`src/rtl/bp_pkg.sv`:
```
// Shared definitions for the dynamic branch predictor: 2-bit counter
// encodings, default table geometry and counter initial values.
package bp_pkg;

    typedef enum logic [1:0] {
        CTR_SNT = 2'b00,
        CTR_WNT = 2'b01,
        CTR_WT  = 2'b10,
        CTR_ST  = 2'b11
    } ctr_e;

    localparam int DEFAULT_IDX_W = 4;

    // New entries start weakly taken so one not-taken outcome flips them.
    localparam logic [1:0] CTR_ALLOC = CTR_WT;
    localparam logic [1:0] CTR_RESET = CTR_WNT;

endpackage

```
`src/rtl/bp_sat_ctr2.sv`:
```
// Next-state logic for one 2-bit saturating direction counter.
module bp_sat_ctr2
    import bp_pkg::*;
(
    input  logic [1:0] ctr,
    input  logic       taken,
    output logic [1:0] ctr_nxt
);

    // Saturating step toward the resolved outcome.
    always_comb begin
        ctr_nxt = ctr;
        case (ctr)
            CTR_SNT: ctr_nxt = taken ? CTR_WNT : CTR_SNT;
            CTR_WNT: ctr_nxt = taken ? CTR_WT  : CTR_SNT;
            CTR_WT:  ctr_nxt = taken ? CTR_ST  : CTR_WNT;
            CTR_ST:  ctr_nxt = taken ? CTR_ST  : CTR_WT;
            default: ctr_nxt = ctr;
        endcase
    end

endmodule

```
`src/rtl/branch_predictor.sv`:
```
// Direct-mapped BTB with 2-bit counters: combinational IF-stage lookup,
// EX-stage training and branch/misprediction statistics.
module branch_predictor
    import bp_pkg::*;
#(
    parameter int IDX_W = DEFAULT_IDX_W,
    parameter int XLEN  = 32
) (
    input  logic            clk,
    input  logic            rst,
    input  logic [XLEN-1:0] pc_if,
    output logic            jump_guess_if,
    output logic [XLEN-1:0] pred_target_if,
    input  logic            upd_en_ex,
    input  logic [XLEN-1:0] pc_ex,
    input  logic            jump_ex,
    input  logic [XLEN-1:0] target_ex,
    input  logic            jump_guess_ex,
    output logic [31:0]     br_cnt,
    output logic [31:0]     miss_cnt
);

    localparam int ENTRIES = 1 << IDX_W;
    localparam int TAG_W   = XLEN - IDX_W - 2;

    // Register arrays so the lookup read is asynchronous.
    logic             valid_r  [ENTRIES];
    logic [TAG_W-1:0] tag_r    [ENTRIES];
    logic [XLEN-1:0]  target_r [ENTRIES];
    logic [1:0]       ctr_r    [ENTRIES];
    logic [31:0]      br_cnt_r;
    logic [31:0]      miss_cnt_r;

    logic [IDX_W-1:0] look_idx_s;
    logic [TAG_W-1:0] look_tag_s;
    logic             look_hit_s;
    logic [IDX_W-1:0] upd_idx_s;
    logic [TAG_W-1:0] upd_tag_s;
    logic             upd_hit_s;
    logic [1:0]       ctr_nxt_s;
    logic             unused_s;

    assign look_idx_s = pc_if[IDX_W+1:2];
    assign look_tag_s = pc_if[XLEN-1:IDX_W+2];
    assign look_hit_s = valid_r[look_idx_s] && (tag_r[look_idx_s] == look_tag_s);

    assign upd_idx_s  = pc_ex[IDX_W+1:2];
    assign upd_tag_s  = pc_ex[XLEN-1:IDX_W+2];
    assign upd_hit_s  = valid_r[upd_idx_s] && (tag_r[upd_idx_s] == upd_tag_s);

    // Instructions are word aligned; the low PC bits carry no information.
    assign unused_s   = ^{pc_if[1:0], pc_ex[1:0]};

    bp_sat_ctr2 u_sat_ctr (
        .ctr     (ctr_r[upd_idx_s]),
        .taken   (jump_ex),
        .ctr_nxt (ctr_nxt_s)
    );

    // Lookup reads pre-update contents; there is no bypass from the EX port.
    always_comb begin
        jump_guess_if  = 1'b0;
        pred_target_if = {XLEN{1'b0}};
        if (look_hit_s && ctr_r[look_idx_s][1]) begin
            jump_guess_if  = 1'b1;
            pred_target_if = target_r[look_idx_s];
        end else begin
            jump_guess_if  = 1'b0;
            pred_target_if = {XLEN{1'b0}};
        end
    end

    // Table training and statistics counters.
    always_ff @(posedge clk or posedge rst) begin
        if (rst) begin
            for (int i = 0; i < ENTRIES; i++) begin
                valid_r[i]  <= 1'b0;
                tag_r[i]    <= {TAG_W{1'b0}};
                target_r[i] <= {XLEN{1'b0}};
                ctr_r[i]    <= CTR_RESET;
            end
            br_cnt_r   <= 32'd0;
            miss_cnt_r <= 32'd0;
        end else if (upd_en_ex) begin
            br_cnt_r <= br_cnt_r + 32'd1;
            // A wrong target on a correctly guessed taken branch is not a miss.
            if (jump_guess_ex != jump_ex) begin
                miss_cnt_r <= miss_cnt_r + 32'd1;
            end
            if (upd_hit_s) begin
                ctr_r[upd_idx_s] <= ctr_nxt_s;
                if (jump_ex) begin
                    target_r[upd_idx_s] <= target_ex;
                end
            end else if (jump_ex) begin
                valid_r[upd_idx_s]  <= 1'b1;
                tag_r[upd_idx_s]    <= upd_tag_s;
                target_r[upd_idx_s] <= target_ex;
                ctr_r[upd_idx_s]    <= CTR_ALLOC;
            end
        end
    end

    assign br_cnt   = br_cnt_r;
    assign miss_cnt = miss_cnt_r;

endmodule

```
`config.mk`:
```
export PLATFORM = sky130hd
export DESIGN_NAME = branch_predictor
export DESIGN_NICKNAME = d
export VERILOG_FILES = /design/src/rtl/bp_pkg.sv /design/src/rtl/bp_sat_ctr2.sv /design/src/rtl/branch_predictor.sv
export SDC_FILE = /design/constraint.sdc
export NUM_CORES = 2
export LEC_CHECK = 0
export BUFFER_PORTS_ARGS = -buffer_cell sky130_fd_sc_hd__buf_4
export CORE_ASPECT_RATIO = 1.75
export CORE_MARGIN = 1.5
export CORE_UTILIZATION = 29
export CTS_BUF_LIST = sky130_fd_sc_hd__clkbuf_2 sky130_fd_sc_hd__clkbuf_4 sky130_fd_sc_hd__clkbuf_8
export CTS_CLUSTER_DIAMETER = 120
export CTS_CLUSTER_SIZE = 10
export DETAILED_ROUTE_END_ITERATION = 10
export PLACE_DENSITY_LB_ADDON = 0.08
export SETUP_SLACK_MARGIN = 0.05
export SYNTH_ARGS = -nofsm -noshare
export SYNTH_HDL_FRONTEND = slang
export SYNTH_SLANG_ARGS = --single-unit
```
`constraint.sdc`:
```
create_clock -name clk -period 29 [get_ports clk]
set_clock_uncertainty 0.2 [all_clocks]
set_input_delay 1.45 -clock clk [delete_from_list [all_inputs] [get_ports clk]]
set_output_delay 1.45 -clock clk [all_outputs]
set_load 0.1 [all_outputs]
```
==> flow_metrics.py <==
metrics = {
    "global_route": {
        "grt_max_degree": 157,
        "grt.overflow.total": 0,
        "grt_antenna_before_repair": 8,
        "grt_use_total": 0.202,
        "grt_pass1_wl_um": 272000,
        "number_of_global_route_vias_before_repair": 36000,
    },
    "cells_and_area": {
        "layout-drive-gt1-share": 0.355,
        "areaGrowthSynthToFinish_pct": 10.6,
        "final_nets": 4286,
        "post_layout_nonfiller_instances": 6607,
    },
    "placement": {
        "dp.cells": 6460,
        "portBuffers": 193,
        "place.gp.congestion": 0.735,
        "hpwl_dp_um": 109000,
    },
    "route": {
        "route.detailed.vias_per_inst": 5.06,
        "detail_route.iter0.violations": 2203,
        "detail_route.wirelength_um": 186000,
        "routed_wire_length_per_instance_um": 28.2,
        "detail-route-antenna-nets": 0,
        "firstDrtPassIters": 5,
        "vias": 33400,
        "number_of_design_rule_violations_left_after_detail_routing": 0,
    },
    "logic_synthesis": {
        "fraction_of_the_mapped_netlist_area_in_adder_cells": 0.000855,
        "dominantRegCellSynth": "sky130_fd_sc_hd__dfrtp_1",
        "synthDistinctLibCells": 74,
        "synthArstFlopShare": 1.00,
        "most_frequent_cells_after_synthesis": "1051 x sky130_fd_sc_hd__nand2_1, 1024 x sky130_fd_sc_hd__dfrtp_1, 452 x sky130_fd_sc_hd__mux2_2",
        "synth_top_cell_by_area": "sky130_fd_sc_hd__dfrtp_1",
        "synth_top_cell_area_share": 0.486,
        "largest_family_of_logic_cells_by_synthesized_area": "multiplexers",
        "post_synth_mux_area_share": 0.326,
        "parity_gate_share_of_the_synthesized_area_counting_xor_and_xnor_cells": 0.0184,
        "synth.net_count": 4211,
        "synthesis.area_um2": 52700,
        "count_of_flip_flops_with_a_built_in_enable_after_synthesis": 0,
        "postSynthRegisterBits": 1040,
        "synthTopCellsByArea": "sky130_fd_sc_hd__dfrtp_1 49%, sky130_fd_sc_hd__mux4_2 16%, sky130_fd_sc_hd__mux2_2 9.7%",
        "ys_seq_area_frac": 0.494,
        "post_synth_and_or_nand_nor_area_fraction": 0.112,
        "syn_inst": 4108,
        "synth_compound_area_frac": 0.0175,
        "yosysWarnings": 0,
        "syn-mean-instance-area_um2": 12.8,
        "synthMostInstantiatedCell": "sky130_fd_sc_hd__nand2_1",
    },
    "clocking": {
        "post-cts-setup-buffer-count": 0,
        "cts_tree": "done",
        "cts_bufs_inserted": 113,
        "clock_tree.htree_level_count": 3,
        "numClockSinks": 1040,
        "clock_path_buffers": 3,
        "clkLatencyLatePin_ns": 0.87,
        "worst_setup_hold_path_clk_slew_ns": 0.07,
        "cts_repair_resize_count": 0,
        "ctsRootBufferMaster": "sky130_fd_sc_hd__clkbuf_8",
        "cts_hold_buf": 0,
    },
    "setup_path": {
        "timing.critical_path.from": "pc_if[2]",
        "worstSetupStartpointType": "input pin",
        "crit-reg2reg-capture": "tag_r[34]",
        "worstSetupPathDepth": 14,
        "critical_path.top_delay_family": "buffers and inverters",
        "crit_type": "input pin to output pin",
        "r2r_setup_slk_ns": 24.08,
        "worstSetupEndpointType": "output pin",
        "timing.critical_path.buf_inv": 5,
        "rr_worst_depth": 11,
        "worst-endpoint-required_ns": 27.35,
        "worst_setup_path_endpoint": "pred_target_if[27]",
        "timing.critical_path.cells": "buf_8 -> buf_4 -> buf_4 -> mux4_2 -> nor2b_1 -> a211oi_1 -> a21oi_1 -> xnor2_1 -> nand2_1 -> nor4_1 -> nand4_1 -> buf_4 -> nor2b_1 -> buf_4",
        "critical_path.max_stage_delay_ns": 0.67,
        "timing.critical_path.arrival_ns": 6.41,
        "cp_max_fo": 63,
        "crit_path_top_delay_cell": "sky130_fd_sc_hd__buf_4",
        "critical_path.reg2reg.startpoint": "tag_r[33]",
        "crit_top_cell": "sky130_fd_sc_hd__buf_4",
    },
    "floorplan": {
        "die-area_um2": 184000,
        "chipWidth_um": 325,
        "die_h_um": 567,
        "io_pins": 198,
        "rows": 206,
        "initial_core_util": 0.293,
        "core_region_area_um2": 180000,
    },
    "hold_path": {
        "worst_hold_start": "target_r[68]",
        "worst_hold_path_type": "register to register",
    },
    "timing": {
        "period_share": 0.278,
        "final-hold-violation-count": 0,
        "report.final.slew_viol_count": 0,
        "timing_worst_slew_pin_value_ns": 1.00,
        "shortest_clock_period_the_worst_path_allows_after_layout_ns": 8.06,
        "maxSlewHeadroom": 0.316,
        "finalSetupTns_ns": 0,
        "setup-violations-final": 0,
        "rsz0062_at_grt": "no",
        "max_freq_mhz": 124,
    },
    "power_and_ir_drop": {
        "ir_drop_mv": 0.0338,
        "clock_power_share": 0.259,
        "power_density_nw_per_um2": 63.4,
        "total_power_w": 0.00370,
        "cellLeakagePower_nw": 26.1,
        "p_comb_frac": 0.228,
        "share_seq_of_total_power": 0.513,
        "power_report.internal_total_w": 0.00255,
        "netSwitchingFraction": 0.311,
        "p_switching_w": 0.00115,
    },
    "flow_run": {
        "cap_viol_max_count": 0,
    },
    "outcome": {
        "run_status": "finished clean",
    },
}
## cells by family after synthesis
kind of cell | after synthesis
xor+xnor | 111
mux | 1109
flops | 1040
simple gates | 1378
compound gates | 125
buf+inv | 341
fa+ha+maj | 4
## worst min path at each step
stage               endpoint  slack (ns)  cells after the start
6_report        target_r[68]        0.27                      2
5_1_grt         target_r[76]        0.29                      2
4_1_cts         target_r[61]        0.28                      2
3_5_place_dp    target_r[61]        0.26                      2
3_3_place_gp   target_r[328]        0.25                      2
2_1_floorplan   target_r[61]        0.24                      2
## placed cells by master, fill, tap and decap left out, types with 14 or more instances in the layout
master	instances
sky130_fd_sc_hd__nand2_1	1045
sky130_fd_sc_hd__dfrtp_1	1024
sky130_fd_sc_hd__mux2_2	452
sky130_fd_sc_hd__mux4_2	366
sky130_fd_sc_hd__buf_4	279
sky130_fd_sc_hd__mux2_4	172
sky130_fd_sc_hd__clkbuf_8	116
sky130_fd_sc_hd__mux2i_1	115
sky130_fd_sc_hd__xnor2_1	79
sky130_fd_sc_hd__nor2_1	63
sky130_fd_sc_hd__nand3_1	58
sky130_fd_sc_hd__nor2b_1	47
sky130_fd_sc_hd__xor2_1	32
sky130_fd_sc_hd__clkbuf_4	25
sky130_fd_sc_hd__nor3_1	24
sky130_fd_sc_hd__nand4_1	22
sky130_fd_sc_hd__a21oi_1	19
sky130_fd_sc_hd__o21ai_0	17
sky130_fd_sc_hd__dfstp_2	16
sky130_fd_sc_hd__a22oi_1	15
sky130_fd_sc_hd__nor2_4	15
sky130_fd_sc_hd__nand2_2	14
## worst min-delay path: cells and delay by family (launching register included)
kind / cells / cell delay, ns
flip-flops: 1 / 0.34
AND/OR/NAND/NOR: 2 / 0.10
## power groups by stage
stage / Clock [W] / Combinational (W) / Sequential (W)
4_1_cts: 0.00101 / 0.000864 / 0.00190
2_1_floorplan: 0 / 0.000597 / 0.00193
6_report: 0.000957 / 0.000845 / 0.00190
3_5_place_dp: 0 / 0.000861 / 0.00192
3_3_place_gp: 0 / 0.000853 / 0.00192
5_1_grt: 0.00106 / 0.000915 / 0.00193
## flip-flops by register name, summed over array words and instances, names as in the netlist
| register | count |
|---|---|
| ctr_r | 32 |
| valid_r | 16 |
| tag_r | 416 |
| miss_cnt | 32 |
| br_cnt | 32 |
| target_r | 512 |
## metal layers
metal / track usage / part of all wire / wire, µm / vias up
met5: 0 / 0.00044 / 82 / -
met4: 0.0474 / 0.021 / 3990 / 12
met3: 0.0233 / 0.032 / 5900 / 213
met2: 0.373 / 0.54 / 100000 / 667
met1: 0.248 / 0.41 / 76100 / 18000
li1: - / - / - / 14600
## final cells by class
class / instances / area, µm²
well taps: 2392 / 2990
clock inverters: 6 / 71.3
flip-flops and latches: 1040 / 26000
inverters: 14 / 56.3
diodes: 2 / 5.00
multi-input cells: 2727 / 25100
repair buffers: 287 / 2230
fillers: 18000 / 122000
clock buffers: 139 / 1760
## metrics by stage
| step | utilization | instance area, µm² | hold WS (ns) | setup slack [ns] |
|---|---|---|---|---|
| 6_report | 0.324 | 58300 | 0.272 | 20.94 |
| 2_1_floorplan | - | 52700 | 0.241 | 13.03 |
| 5_1_grt | 0.323 | 58300 | 0.289 | 20.45 |
| 4_1_cts | 0.323 | 58300 | 0.276 | 20.75 |
| 3_3_place_gp | 0.313 | 56500 | 0.253 | 20.83 |
| 3_5_place_dp | 0.313 | 56500 | 0.257 | 20.74 |
(Power assumes the default switching activity.)
